### config.mk
export PLATFORM = sky130hd
export DESIGN_NAME = fifo_sync_wm
export DESIGN_NICKNAME = d
export VERILOG_FILES = /design/src/rtl/fifo_pkg.sv /design/src/rtl/fifo_mem_dp.sv /design/src/rtl/fifo_sync_wm.sv
export SDC_FILE = /design/constraint.sdc
export NUM_CORES = 1
export LEC_CHECK = 0
export ABC_AREA = 0
export BUFFER_PORTS_ARGS = -buffer_cell sky130_fd_sc_hd__buf_2
export CORE_MARGIN = 2
export CORE_UTILIZATION = 32
export DETAILED_ROUTE_END_ITERATION = 12
export PLACE_DENSITY = 0.58
export SLEW_MARGIN = 20
export SYNTH_ARGS = -nofsm -noshare
export SYNTH_HDL_FRONTEND = slang
export SYNTH_HIERARCHICAL = 1
export SYNTH_SLANG_ARGS = --single-unit
### constraint.sdc
create_clock -name clk -period 3.2 [get_ports clk]
set_clock_uncertainty 0.1 [all_clocks]
set_input_delay 0.32 -clock clk [delete_from_list [all_inputs] [get_ports clk]]
set_output_delay 0.32 -clock clk [all_outputs]
set_load 0.02 [all_outputs]
### src/rtl/fifo_pkg.sv
// Shared constants and helpers for the fifo_sync_wm elastic buffer and its benches.
package fifo_pkg;

  localparam int unsigned DATA_WIDTH_DEF = 10;
  localparam int unsigned ADDR_SIZE_DEF  = 3;
  localparam int unsigned COUNT_W_DEF    = ADDR_SIZE_DEF + 1;

  // Ceiling log2, used by benches to derive ADDR_SIZE from a depth.
  function automatic int unsigned clog2(input int unsigned n);
    int unsigned r;
    r = 0;
    while ((32'd1 << r) < n) r = r + 1;
    return r;
  endfunction

  // Occupancy needs one extra bit so that DEPTH itself is representable.
  function automatic int unsigned count_width(input int unsigned addr_size);
    return addr_size + 1;
  endfunction

endpackage

### src/rtl/fifo_mem_dp.sv
// Dual-port register file: synchronous write, registered read, no reset on storage.
module fifo_mem_dp #(
  parameter int unsigned DATA_WIDTH = 10,
  parameter int unsigned ADDR_SIZE  = 3,
  parameter int unsigned DEPTH      = 8
) (
  input  logic                  clk,
  input  logic                  wr_enb,
  input  logic [ADDR_SIZE-1:0]  wr_addr,
  input  logic [DATA_WIDTH-1:0] data_in,
  input  logic                  rd_enb,
  input  logic [ADDR_SIZE-1:0]  rd_addr,
  output logic [DATA_WIDTH-1:0] data_out
);

  logic [DATA_WIDTH-1:0] mem_q [DEPTH];
  logic [DATA_WIDTH-1:0] mem_d [DEPTH];
  logic [DATA_WIDTH-1:0] rd_data_q;
  logic [DATA_WIDTH-1:0] rd_data_d;

  // Read sees pre-write contents, so a same-address write/read returns the old word.
  always_comb begin
    mem_d     = mem_q;
    rd_data_d = rd_data_q;
    if (wr_enb) mem_d[wr_addr] = data_in;
    if (rd_enb) rd_data_d = mem_q[rd_addr];
  end

  always_ff @(posedge clk) begin
    mem_q     <= mem_d;
    rd_data_q <= rd_data_d;
  end

  assign data_out = rd_data_q;

endmodule

### src/rtl/fifo_sync_wm.sv
// Synchronous FIFO with occupancy count, watermarks and sticky error flags.
// Optional peak-occupancy monitor enabled by defining FIFO_PEAK_MON_EN.
module fifo_sync_wm
  import fifo_pkg::*;
#(
  parameter int unsigned DATA_WIDTH = DATA_WIDTH_DEF,
  parameter int unsigned ADDR_SIZE  = ADDR_SIZE_DEF,
  parameter int unsigned DEPTH      = 8,
  parameter int unsigned AF_TH      = 6,
  parameter int unsigned AE_TH      = 2
) (
  input  logic                  clk,
  input  logic                  rst,
  input  logic                  wr_enb,
  input  logic [DATA_WIDTH-1:0] data_in,
  input  logic                  rd_enb,
  output logic [DATA_WIDTH-1:0] data_out,
  output logic                  valid_out,
  output logic                  full,
  output logic                  empty,
  output logic                  almost_full,
  output logic                  almost_empty,
  output logic [ADDR_SIZE:0]    count,
  output logic                  err_overflow,
  output logic                  err_underflow,
  output logic [ADDR_SIZE:0]    max_count
);

  localparam int unsigned CNT_W = count_width(ADDR_SIZE);

  if (DEPTH != (1 << ADDR_SIZE)) begin : g_depth_chk
    $error("fifo_sync_wm: DEPTH must equal 2**ADDR_SIZE");
  end

  logic [ADDR_SIZE-1:0]  wr_ptr_q, wr_ptr_d;
  logic [ADDR_SIZE-1:0]  rd_ptr_q, rd_ptr_d;
  logic [CNT_W-1:0]      count_q, count_d;
  logic                  valid_q, valid_d;
  logic                  ovf_q, ovf_d;
  logic                  udf_q, udf_d;
  logic                  rd_seen_q, rd_seen_d;
  logic                  wr_ok, rd_ok;
  logic [DATA_WIDTH-1:0] mem_rd_data;

  assign full         = (count_q == CNT_W'(DEPTH));
  assign empty        = (count_q == '0);
  assign almost_full  = (count_q >= CNT_W'(AF_TH));
  assign almost_empty = (count_q <= CNT_W'(AE_TH));

  // A read frees a slot in the same cycle, so a full FIFO still accepts a paired write.
  always_comb begin
    rd_ok     = rd_enb & ~empty;
    wr_ok     = wr_enb & (~full | rd_ok);
    wr_ptr_d  = wr_ptr_q;
    rd_ptr_d  = rd_ptr_q;
    count_d   = count_q;
    valid_d   = rd_ok;
    rd_seen_d = rd_seen_q | rd_ok;
    ovf_d     = ovf_q | (wr_enb & ~wr_ok);
    udf_d     = udf_q | (rd_enb & ~rd_ok);
    if (wr_ok) wr_ptr_d = wr_ptr_q + ADDR_SIZE'(1);
    if (rd_ok) rd_ptr_d = rd_ptr_q + ADDR_SIZE'(1);
    case ({wr_ok, rd_ok})
      2'b10:   count_d = count_q + CNT_W'(1);
      2'b01:   count_d = count_q - CNT_W'(1);
      default: count_d = count_q;
    endcase
  end

  always_ff @(posedge clk) begin
    if (rst) begin
      wr_ptr_q  <= '0;
      rd_ptr_q  <= '0;
      count_q   <= '0;
      valid_q   <= 1'b0;
      rd_seen_q <= 1'b0;
      ovf_q     <= 1'b0;
      udf_q     <= 1'b0;
    end else begin
      wr_ptr_q  <= wr_ptr_d;
      rd_ptr_q  <= rd_ptr_d;
      count_q   <= count_d;
      valid_q   <= valid_d;
      rd_seen_q <= rd_seen_d;
      ovf_q     <= ovf_d;
      udf_q     <= udf_d;
    end
  end

  fifo_mem_dp #(
    .DATA_WIDTH (DATA_WIDTH),
    .ADDR_SIZE  (ADDR_SIZE),
    .DEPTH      (DEPTH)
  ) u_mem (
    .clk      (clk),
    .wr_enb   (wr_ok & ~rst),
    .wr_addr  (wr_ptr_q),
    .data_in  (data_in),
    .rd_enb   (rd_ok & ~rst),
    .rd_addr  (rd_ptr_q),
    .data_out (mem_rd_data)
  );

  // Storage has no reset; data_out reads as zero until the first pop after reset.
  assign data_out      = rd_seen_q ? mem_rd_data : '0;
  assign valid_out     = valid_q;
  assign count         = count_q;
  assign err_overflow  = ovf_q;
  assign err_underflow = udf_q;

`ifdef FIFO_PEAK_MON_EN
  logic [CNT_W-1:0] max_count_q, max_count_d;

  always_comb begin
    max_count_d = (count_d > max_count_q) ? count_d : max_count_q;
  end

  always_ff @(posedge clk) begin
    if (rst) max_count_q <= '0;
    else     max_count_q <= max_count_d;
  end

  assign max_count = max_count_q;
`else
  assign max_count = '0;
`endif

endmodule

Word-level counts from Yosys, hierarchy flattened
Cells that the tools add are included.
{ "word_totals": {"wordCells": 56, "ramBits": 0, "mem_bits_ro": 0, "output_inout_bits": 25, "latchBits": 0, "mem_count": 0, "reg_bits": 104} }
{ "classes": {"bitwise_logic": 17, "n_shift": 0, "eq_ne": 3, "mul": 0, "n_lt_le_gt_ge": 5, "n_reduce_logical": 3, "n_addsub": 4, "n_div": 0, "mux": 8} }
{ "op_table": {"columns": ["operator", "count"], "rows": [
  ["bitwise mux 80 bit", 1],
  ["two-way mux 10 bit", 4],
  ["binary-select mux 10 bit (select 3 bit)", 1],
  ["demux 10 bit (select 3 bit)", 1],
  [">= comparator 4 bit (second input constant)", 2],
  ["NOT 3 -> 4 bit", 2],
  ["one-hot mux 4 bit (2 select lines)", 1],
  ["adder 3 x 1 -> 3 bit (second input constant)", 2],
  ["AND 1 bit", 6],
  ["NOT 1 bit", 5],
  ["adder 4 x 1 -> 4 bit (second input constant)", 1],
  ["== test 4 bit (second input constant)", 1],
  [">= comparator 4 x 3 -> 1 bit (second input constant)", 1],
  ["<= comparator 4 x 2 -> 1 bit (second input constant)", 1],
  ["logical NOT 4 bit", 1],
  ["less-than comparator 4 x 1 -> 1 bit (second input constant)", 1],
  ["bitwise OR 1 bit", 4],
  ["subtractor 4 x 1 -> 4 bit (second input constant)", 1],
  ["== test 2 x 1 -> 1 bit (second input constant)", 1],
  ["== test 2 bit (second input constant)", 1],
  ["nonzero test 2 bit", 1],
  ["logical AND 1 bit", 1]
]} }

Depth between registers and ports, before layout
{ "depth": {"ltp_word": 8, "mapped_depth": 9, "ltp_nobuf": 8} }

Hierarchy
Netlist, hierarchy kept.
{ "modules_own_cells": {"columns": ["module", "instances", "area_per_inst_um2", "seq_area_each_um2", "cells_each"], "rows": [
  ["fifo_mem_dp", 1, 3433.3, 2702.6, 138],
  ["fifo_sync_wm", 1, 870.8, 280.3, 99]
]} }

Worst setup path after synthesis
OpenSTA, ideal clock, no wires.
{ "synth_path": {"path_kind": "register to register", "start": "register count_q[1], in the netlist count[1]", "end": "register count_q[3], in the netlist count[3]", "setup_ns": 0.123, "required_ns": 2.977, "synth_period_minus_slack_ns": 2.699, "t_arrival_ns": 2.476, "n_path_buf": 1, "stages_incl_launch_ff": 10, "path_slack_ns": 0.501, "path_cell_list": "dfxtp_1 > buf_4 > o41ai_4 > or2_4 > inv_1 > ha_1 > a21o_2 > a21oi_1 > mux2i_1 > mux2_1"} }
{ "synth_between": {"elab_chain_len": 7, "word_cells_on_any_way": 13, "cone_classes": "add/sub: 2; eq/ne: 3; mux: 1; bitwise: 5; reduce/logical: 2"} }
{ "synth_rtl": {"columns": ["item", "line_no", "source"], "rows": [
  ["from (decl)", "fifo_sync_wm.sv:37", "logic [CNT_W-1:0] count_q, count_d;"],
  ["from (signal assigned)", "fifo_sync_wm.sv:82", "count_q <= count_d;"],
  ["logical NOT 4 bit", "fifo_sync_wm.sv:46", "assign empty = (count_q == '0);"],
  ["NOT 1 bit", "fifo_sync_wm.sv:52", "rd_ok = rd_enb & ~empty;"],
  ["AND 1 bit", "fifo_sync_wm.sv:52", null],
  ["bitwise OR 1 bit", "fifo_sync_wm.sv:53", "wr_ok = wr_enb & (~full | rd_ok);"],
  ["AND 1 bit", "fifo_sync_wm.sv:53", null],
  ["== test 2 x 1 -> 1 bit / == test 2 bit (equally long branches)", "fifo_sync_wm.sv:63", "case ({wr_ok, rd_ok})"],
  ["one-hot mux 4 bit (2 select lines) / nonzero test 2 bit (equally long branches)", null, null]
]} }
Several ways; a longest one is shown, not always the timed one.
A chain may end at the register's enable or synchronous reset.

Worst setup path after layout
{ "layout_path": {"start": "register count_q[0], in the netlist count[0]", "end": "register count_q[3], in the netlist count[3]"} }
The elaborated chain is that of the path after synthesis.

==> metrics.md <==
| Metric | Value |
|---|---|
| Outcome | completed |
| Number of nets with antenna violations after routing | 0 |
| Critical Path End Type | flop |
| First-pass GRT wire length | 11.7 mm |
| Reported max-cap violation count | 0 |
| End point of the worst hold path | u_mem/mem_q[73] |
| Share of the core filled with cells in the final layout | 37.7% |
| Half-perimeter wire length of the detailed placement result | 4.47 mm |
| Worst min-delay path startpoint | data_in[3] |
| Routed vias/inst | 4.59 |
| Leading cell type in the layout, fill and taps excluded | sky130_fd_sc_hd__edfxtp_1 |
| Number of hold-repair buffers added at the cts stage | 0 |
| CP arrival | 2.60 ns |
| Cell area after placement | 4670 sq um |
| Worst hold path stage count | 1 |
| Post-CTS setup buffers | 0 |
| Post-route standard cell area excluding fillers | 4970 sq um |
| Io pins | 39 |
| Reg-to-Reg Start | count[0] |
| Via count | 2109 |
| Rel. slew slack | 44.1% |
| Setup-failing EPs final | 0 |
| Pin count of the biggest net entering global routing | 23 |
| Critical path start-end classification | reg2reg |
| Worst min-delay path category | in2reg |
| Clock Root Buffer | sky130_fd_sc_hd__clkbuf_16 |
| Min Hold Slack | 0.142 ns |
| Maximum root-to-sink buffer count | 2 |
| Final worst path period need | 2.46 ns |
| Final antenna diode count | 0 |
| Area delta synth->final | 15.4% |
| Area of the core region | 13200 sq um |
| Mapped Avg Cell Area | 18.2 sq um |
| Number of sinks driven by the clock tree | 104 |
| DRT Wirelength | 7.44 mm |
| Fraction of the yosys area taken by sequential cells | 69.3% |
| Drt pass-1 iters | 4 |
| Unrepaired setup endpoints after global routing | false |
| Total CTS buffers | 9 |
| Achievable clock frequency | 406 MHz |
| Sequential share of power | 47.4% |
| Routed WL per cell | 16.2 um |
| Clock latency at the later pin of the worst-skew pair | 0.34 ns |
| Overall routing resource usage | 11.1% |
| Initial antenna violation count | 0 |
| Internal reg-to-reg setup slack | 0.74 ns |
| Max-slew violation total from the final report | 0 |
| Clock transition at the registers of the reported paths | 0.08 ns |
| Via count of the first global-routing pass | 2106 |
| Total congestion overflow after global routing | 0 |
| Most used cells in the layout excluding fill and tap cells | sky130_fd_sc_hd__edfxtp_1 (90), sky130_fd_sc_hd__buf_2 (34), sky130_fd_sc_hd__nor2_1 (23) |
| Number of nets in the finished design | 297 |
| DRC marker count from the first detailed-route iteration | 109 |
| Switching Power | 1.04 mW |
| Final-layout setup total negative slack | 0 ns |
| Clock group share of total power | 29.5% |
| TritonCTS clock tree | yes |
| Post-Synthesis Cell Area | 4300 sq um |
| Fraction of layout cells with a size suffix above 1 | 27.6% |
| Worst setup SP type | flop |
| Length in cells of the worst reg-to-reg path | 8 |
| Leakage power | 1.77 nW |
| Combinational share of power | 23.1% |
| Setup slack at placement | 0.724 ns |
| Number of port buffers | 34 |
| Number of placement rows | 42 |
| Routability Congestion | 0.686 |
| Number of H-tree levels | 3 |
| Width of the chip | 120 um |
| Die Y | 120 um |
| Capture point of the worst reg-to-reg path | count[3] |
| Gates resized, CTS repair | 0 |
| Initial core utilization | 32.6% |
| CP Max Fanout | 10 |
| Yosys Warn Count | 6 |
| Worst Setup Slack, final | 0.736 ns |
| Tightest Pin Transition | 0.836 ns |
| Total power per unit cell area | 718 nW/um^2 |
| Count of endpoints failing hold in the final timing report | 0 |
| Synthesized netlist cell count | 237 |
| CP Data Required Time | 3.33 ns |
| Switching fraction of total power | 29.2% |
| Maximum vdd drop | 0.000240 V |
| Number of remaining DRC errors | 0 |
| Internal | 2.53 mW |
| Count of distinct cell types in the synthesized netlist | 37 |
| Area of the die | 14400 sq um |
| #FFs+latches synth | 104 |
| Share of the clock period used by the worst path | 77.0% |
==> flip-flops by register name, summed over array words and instances (netlist names) <==
register and flops:
err_overflow 1, rd_seen_q 1, wr_ptr_q 3, rd_ptr_q 3, u_mem/mem_q 80, count 4, u_mem/data_out 10, err_underflow 1
valid_out 1
==> logic make-up (layout without fill, tap and decap cells) <==
family / after synthesis / in the layout / synth area share (%)
compound gates: 16 / 16 / 3.28
mux: 34 / 34 / 15.8
buf+inv: 24 / 67 / 3.17
other cells: 1 / 4 / 0.0871
simple gates: 46 / 46 / 5.32
xor+xnor: 7 / 7 / 1.42
fa+ha+maj: 5 / 5 / 1.63
flops: 104 / 104 / 69.3
==> cells in the mapped netlist (all sizes together) <==
master	instances	share of area, %
mux2i	3	0.70
clkbuf	5	0.44
conb	1	0.087
nor2	23	2.0
or2	1	0.20
dfxtp	14	6.5
or4b	1	0.32
a211oi	3	0.64
xor2	3	0.61
nand2b	3	0.44
mux4	20	12
o41ai	1	0.64
o21ai	2	0.32
a21o	2	0.38
inv	6	0.52
nand2	3	0.26
xnor2	4	0.81
a21oi	5	0.58
o211ai	2	0.47
ha	4	1.2
edfxtp	90	63
fa	1	0.47
buf	13	2.2
o311a	1	0.26
and2	10	1.5
mux2	11	2.9
nor3	3	0.35
nor2b	1	0.15
nor4	1	0.15
==> metal layers <==
layer,wire length [um],up-vias,global-route usage (%)
li1,-,1004,-
met1,3420,1068,14.2
met2,3700,30,17.6
met3,199,7,2.99
met4,124,0,5.29
met5,0,-,0
==> metrics by stage <==
step | std cells | total power [mW]
after global placement | 443 | 2.55
after detailed placement | 443 | 2.57
after floorplan | 240 | 2.37
after global routing | 459 | 3.76
final | 459 | 3.57
after CTS | 459 | 3.63
==> cell type report <==
type,count,area [sq um]
timing repair buffer,45,253
clock buffer,9,225
multi-input combinational,112,1200
tap,176,220
inverter,6,22.5
sequential,104,2980
fill,1210,8220
clock inverter,7,67.6
==> worst max path at each step <==
stage / from / end / cells past startpoint
after global routing: count[0] / count[3] / 8
after floorplan: count[1] / count[3] / 9
after detailed placement: count[0] / count[3] / 8
final: count[0] / count[3] / 8
after CTS: count[0] / count[3] / 8
after global placement: count[0] / count[3] / 8
==> power groups by stage <==
stage | Clock, mW | Sequential (mW) | Combinational, mW
global placement | 0 | 1.72 | 0.829
detailed placement | 0 | 1.73 | 0.839
finish | 1.05 | 1.69 | 0.826
CTS | 1.09 | 1.69 | 0.844
floorplan | 0 | 1.69 | 0.680
global route | 1.14 | 1.71 | 0.911
==> worst max-delay path, stage by stage, from the launching register on <==
cell,delay [ns]
sky130_fd_sc_hd__dfxtp_1,0.42
sky130_fd_sc_hd__o41ai_4,0.39
sky130_fd_sc_hd__or2_4,0.18
sky130_fd_sc_hd__inv_1,0.06
sky130_fd_sc_hd__ha_1,0.27
sky130_fd_sc_hd__a21o_2,0.21
sky130_fd_sc_hd__a21oi_1,0.16
sky130_fd_sc_hd__mux2i_1,0.22
sky130_fd_sc_hd__mux2_1,0.33
Power figures use the tool's default switching activity.
